===== src/rtl/psi_pkg.sv =====
// Shared PSI definitions: FSM state encoding and reset-time divider constants.
// The frequency regulator starts from the same reset divider as the generator.
package psi_pkg;

  localparam int unsigned PSI_WIDTH = 8;

  localparam logic [PSI_WIDTH-1:0] PSI_RST_DIV  = 8'h7F;
  localparam logic [PSI_WIDTH-1:0] PSI_RST_HIGH = 8'h40;

  typedef enum logic [1:0] {
    IDLE = 2'd0,
    HIGH = 2'd1,
    LOW  = 2'd2
  } psi_gen_state_t;

endpackage


===== src/rtl/psi_shadow_reg.sv =====
// Double-buffered load path for the PSI generator.
// Ports:
//   clk, rst        clock, async active-low reset
//   load            one-cycle strobe capturing div_in/high_in
//   xfer            this edge is a transfer edge (run start or continuing boundary)
//   div_in, high_in requested settings
//   cur_div, cur_high  currently active settings
//   eff_div_c, eff_high_c  settings the next period must use (combinational)
//   load_ack        one-cycle pulse the cycle after new settings became active
module psi_shadow_reg
  import psi_pkg::*;
#(
  parameter int unsigned WIDTH = PSI_WIDTH
) (
  input  logic             clk,
  input  logic             rst,
  input  logic             load,
  input  logic             xfer,
  input  logic [WIDTH-1:0] div_in,
  input  logic [WIDTH-1:0] high_in,
  input  logic [WIDTH-1:0] cur_div,
  input  logic [WIDTH-1:0] cur_high,
  output logic [WIDTH-1:0] eff_div_c,
  output logic [WIDTH-1:0] eff_high_c,
  output logic             load_ack
);

  logic [WIDTH-1:0] sh_div;
  logic [WIDTH-1:0] sh_high;
  logic             sh_valid;

  // A load on the transfer edge bypasses the shadow; it is newer than any pending value.
  always_comb begin
    eff_div_c  = cur_div;
    eff_high_c = cur_high;
    if (xfer) begin
      if (load) begin
        eff_div_c  = div_in;
        eff_high_c = high_in;
      end else if (sh_valid) begin
        eff_div_c  = sh_div;
        eff_high_c = sh_high;
      end
    end
  end

  // Shadow storage; a later load simply overwrites an untransferred one.
  always_ff @(posedge clk or negedge rst) begin
    if (!rst) begin
      sh_div   <= '0;
      sh_high  <= '0;
      sh_valid <= 1'b0;
      load_ack <= 1'b0;
    end else begin
      load_ack <= xfer && (load || sh_valid);
      if (xfer) begin
        sh_valid <= 1'b0;
      end else if (load) begin
        sh_div   <= div_in;
        sh_high  <= high_in;
        sh_valid <= 1'b1;
      end
    end
  end

endmodule


===== src/rtl/psi_pulse_gen.sv =====
// Programmable PSI pulse-train generator with glitch-free retuning at period boundaries.
// Ports:
//   clk, rst         clock, async active-low reset
//   enable           run level; dropping it stops the generator at the next boundary
//   load             one-cycle strobe capturing div_in (period-1) and high_in (high cycles)
//   psi              registered pulse train, high exactly while in HIGH
//   period_done      last cycle of each period (decoded from state/cnt)
//   load_ack         one-cycle pulse the cycle after new settings became active
//   busy             generator is running (not IDLE)
module psi_pulse_gen
  import psi_pkg::*;
#(
  parameter int unsigned       WIDTH    = PSI_WIDTH,
  parameter logic [WIDTH-1:0]  RST_DIV  = PSI_RST_DIV,
  parameter logic [WIDTH-1:0]  RST_HIGH = PSI_RST_HIGH
) (
  input  logic             clk,
  input  logic             rst,
  input  logic             enable,
  input  logic             load,
  input  logic [WIDTH-1:0] div_in,
  input  logic [WIDTH-1:0] high_in,
  output logic             psi,
  output logic             period_done,
  output logic             load_ack,
  output logic             busy
);

  localparam int unsigned CW = WIDTH + 1;

  psi_gen_state_t   state;
  logic [WIDTH-1:0] cnt;
  logic [WIDTH-1:0] cur_div;
  logic [WIDTH-1:0] cur_high;
  logic [WIDTH-1:0] eff_div_c;
  logic [WIDTH-1:0] eff_high_c;
  logic             run_c;
  logic             last_c;
  logic             xfer_c;
  logic             high_end_c;

  assign run_c       = (state != IDLE);
  assign last_c      = run_c && (cnt == cur_div);
  assign period_done = last_c;
  // Transfer only when a new period actually starts; a stopping boundary keeps the shadow pending.
  assign xfer_c      = enable && (!run_c || last_c);
  // Extra bit so cnt+1 cannot wrap into a false match.
  assign high_end_c  = ((CW'(cnt) + CW'(1)) == CW'(cur_high));

  psi_shadow_reg #(
    .WIDTH (WIDTH)
  ) u_shadow (
    .clk        (clk),
    .rst        (rst),
    .load       (load),
    .xfer       (xfer_c),
    .div_in     (div_in),
    .high_in    (high_in),
    .cur_div    (cur_div),
    .cur_high   (cur_high),
    .eff_div_c  (eff_div_c),
    .eff_high_c (eff_high_c),
    .load_ack   (load_ack)
  );

  // Period counter, active settings and FSM; psi/busy are registered alongside state.
  always_ff @(posedge clk or negedge rst) begin
    if (!rst) begin
      state    <= IDLE;
      cnt      <= '0;
      cur_div  <= RST_DIV;
      cur_high <= RST_HIGH;
      psi      <= 1'b0;
      busy     <= 1'b0;
    end else begin
      if (xfer_c) begin
        // New period: choose HIGH/LOW from the settings that become active now.
        cur_div  <= eff_div_c;
        cur_high <= eff_high_c;
        cnt      <= '0;
        busy     <= 1'b1;
        if (eff_high_c != '0) begin
          state <= HIGH;
          psi   <= 1'b1;
        end else begin
          state <= LOW;
          psi   <= 1'b0;
        end
      end else if (last_c) begin
        // Boundary with enable low: stop.
        state <= IDLE;
        cnt   <= '0;
        psi   <= 1'b0;
        busy  <= 1'b0;
      end else if (run_c) begin
        cnt <= cnt + WIDTH'(1);
        if ((state == HIGH) && high_end_c) begin
          state <= LOW;
          psi   <= 1'b0;
        end
      end
    end
  end

endmodule


===== config.mk =====
export PLATFORM = sky130hd
export DESIGN_NAME = psi_pulse_gen
export DESIGN_NICKNAME = d
export VERILOG_FILES = /design/src/rtl/psi_pkg.sv /design/src/rtl/psi_shadow_reg.sv /design/src/rtl/psi_pulse_gen.sv
export SDC_FILE = /design/constraint.sdc
export NUM_CORES = 1
export LEC_CHECK = 0
export BUFFER_PORTS_ARGS = -buffer_cell sky130_fd_sc_hd__buf_2
export CAP_MARGIN = 20
export CORE_AREA = 2 2 95 51
export CTS_CLUSTER_DIAMETER = 100
export DETAILED_ROUTE_END_ITERATION = 16
export DIE_AREA = 0 0 97 53
export GPL_TIMING_DRIVEN = 0
export PLACE_DENSITY = 0.8
export SLEW_MARGIN = 20
export SYNTH_ARGS = -nofsm -noshare
export SYNTH_HDL_FRONTEND = slang
export SYNTH_SLANG_ARGS = --single-unit

===== constraint.sdc =====
create_clock -name clk -period 3.3 [get_ports clk]
set_clock_uncertainty 0.2 [all_clocks]
set_input_delay 0.33 -clock clk [delete_from_list [all_inputs] [get_ports clk]]
set_output_delay 0.33 -clock clk [all_outputs]
set_load 0.005 [all_outputs]

==> results.toml <==
[sta]
setup_tns_ns = 0
slew_headroom_pct = 56.8
setup_viol_count_final = 0
rsz0062_at_grt = "no"
finalHoldViolations = 0
slew_violations = 0
period_needed_ns = 2.63
fmax_mhz = 380
fin_crit_sh_pct = 79.7
tightest_slew_ns = 0.645
fin_ws_ns = 0.670

[routing]
wl_per_cell_um = 18.8
drtIter0Drc = 134
drc = 0
wl_um = 5740
firstDrtPassIters = 5
avgViaCountPerCell = 6.07
dr_total_vias = 1850
drtAntennaViolNets = 0

[yosys]
ys_ff_latch = 45
async_flop_share_pct = 100
synth_common_cells = "dfrtp_1, mux2_2, xor2_1"
synthMuxAreaShare_pct = 16.5
synth_edf_count = 0
syn_area_per_cell_um2 = 11.5
synth_top_area_cell = "dfrtp_1"
syn_area_um2 = 2480
ys.flop_type = "dfrtp_1"
syn_nets = 237
synthXorXnorAreaFrac_pct = 6.00
yosysWarningCount = 0
syn_inst = 216
synth-adder-area-share_pct = 0.504
synth_compound_area_share_pct = 14.0
synth_top_family_by_area = "multiplexers"
synth_top_area_share_pct = 37.3
synth_most_common_cell = "dfrtp_1"
synth.area.top_cells = "dfrtp_1, mux2_2, dfstp_2"
synth_cell_types = 52
yosys.area_share.simple_pct = 14.1
seq_area_frac_synth_pct = 45.8

[power_and_ir_drop]
powerDensity_nw_per_um2 = 822
peakVddDrop_mv = 0.359
p_leak_nw = 1.12

[worst_hold_path]
hp-class = "in2reg"
whs_path_depth = 2

[placement]
place_ws_ns = 0.648
io_buffers = 23
dp_hpwl_um = 4240
gp_congestion = 0.894
placed_cell_area_um2 = 2670

[clocking]
htreeDepth = 2
clockRootBuffer = "clkbuf_8"
post_cts_resized = 0
postCtsHoldBufs = 0
path_clk_slew_ns = 0.09
worstSkewPairLatency_ns = 0.30
cts_num_sinks = 45
cts_tree = "built"
post_cts_buffers = 0
cts-buffers-inserted = 5
cts_buffer_depth = 2

[global_routing]
grt_antenna_before_repair = 0
first_global_vias = 1778
grt_pass1_wl_um = 9580
overflow = 0
track_usage_pct = 24.7
grt_max_degree = 46

[setup_path]
end_kind = "register"
crit_chain = "buf_2 -> xor2_1 -> nor4_2 -> a21oi_2 -> o21ai_2 -> buf_4 -> mux2_2"
criticalPathCategory = "reg2reg"
crit_slowest_cell = "nor4_2"
worstRegToRegCells = 7
cpPeakStageDelay_ns = 0.43
crit_fanout = 10
worst_ep_required_time_ns = 3.30
cp-start-kind = "register"
critPathArrivalTime_ns = 2.63

[floorplanning]
die-area_um2 = 5140
rows = 17
ios = 24
die_w_um = 97
core_um2 = 4280
fp.dieH_um = 53
initial_core_util_pct = 58.1

[cells_and_area]
final_area_um2 = 2770
antenna_cells = 0
area_delta_synth_final_pct = 11.6
nNetsFinal = 268
drive_gt1_share_pct = 37.5

[run_status]
status = "finished, final reports clean"

[flow_run]
drv_cap = 0
registers in the layout (all words and copies together), names as in the netlist:
signal	cells
busy	1
cnt	8
cur_div	8
cur_high	8
psi	1
state	1
u_shadow.load_ack	1
u_shadow.sh_div	8
u_shadow.sh_high	8
u_shadow.sh_valid	1
worst max-delay path, delay by kind of cell (launching register included):
| family | cells | cell delay, ns |
|---|---|---|
| muxes | 1 | 0.35 |
| DFF | 1 | 0.38 |
| buffers and inverters | 2 | 0.44 |
| xor gates and xnor gates | 1 | 0.17 |
| AOI/OAI and AO/OA | 2 | 0.55 |
| and+or+nand+nor | 1 | 0.43 |
path summary, 6_finish.rpt:
kind                                                     start                              end  slack [ns]
worst max-delay path                        cnt[0]$_DFFE_PN0P_  u_shadow.sh_high[2]$_DFFE_PN0P_        0.67
worst min-delay path                                 div_in[3]   u_shadow.sh_div[3]$_DFFE_PN0P_        0.07
worst max register to register              cnt[0]$_DFFE_PN0P_  u_shadow.sh_high[2]$_DFFE_PN0P_        0.67
worst min register to register  u_shadow.sh_div[4]$_DFFE_PN0P_   u_shadow.sh_div[4]$_DFFE_PN0P_        0.31
max in group asynchronous                                  rst          cur_high[7]$_DFFE_PN0N_        2.16
min in group asynchronous                                  rst             state[1]$_DFFE_PN0P_        0.36
cell families after synthesis:
kind of cell             count (synthesis)
AO/OA/AOI/OAI                           43
buffers and inverters                   16
multiplexers                            34
XOR/XNOR                                17
flip-flops                              45
adder cells (fa/ha/maj)                  1
AND/OR/NAND/NOR                         60
report_power, final:
part / switching [W] / total (W) / internal (W)
Clock: 0.000192 / 0.000343 / 0.000151
Sequential: 0.000176 / 0.000961 / 0.000785
Combinational: 0.000475 / 0.000973 / 0.000498
cell usage in the layout, fill, tap and decap left out, types with 2 or more instances in the layout:
master     n
a21o_1     2
nor3_1     5
buf_4      2
dfrtp_1   37
nor4_1     5
or3_1      8
xor2_1    12
nor4_2     2
a21oi_1    3
mux2_2    23
clkbuf_8   5
mux2i_1    2
clkbuf_1   6
buf_2     26
nor2_1     7
mux2_4     8
nand2_1   11
inv_1      4
o21ai_0    8
a22o_1     3
xnor2_1    5
dfstp_2    8
or2_2      3
o221a_2    7
o22a_1     7
nand3_1    9
layer usage:
metal	part of all wire, %	GRT usage, %	vias to the layer above	routed length [µm]
met1	52	37.9	917	2990
met2	41	34.6	56	2340
li1	-	-	872	-
met4	0.59	4.69	0	34
met5	0	0	-	0
met3	6.6	6.61	5	378
cell type report:
type | count | area (µm²)
Fill cell | 363 | 1510
Multi-Input combinational cell | 155 | 1270
Sequential cell | 45 | 1140
Timing Repair Buffer | 24 | 128
Clock buffer | 6 | 72.6
Tap cell | 57 | 71.3
Buffer | 12 | 61.3
Clock inverter | 2 | 16.3
Inverter | 4 | 15.0
through the flow:
stage          hold slack (ns)  cells  total power, W  utilization (%)
6_report                0.0713    305         0.00228             64.8
5_1_grt                 0.0716    305         0.00244             64.8
4_1_cts                 0.0312    304         0.00227             64.5
3_5_place_dp             0.290    296         0.00193             62.4
3_3_place_gp             0.283    296         0.00189             62.4
2_1_floorplan           -0.166    216         0.00168                -
Note: power is estimated with default switching activity, not from simulation.
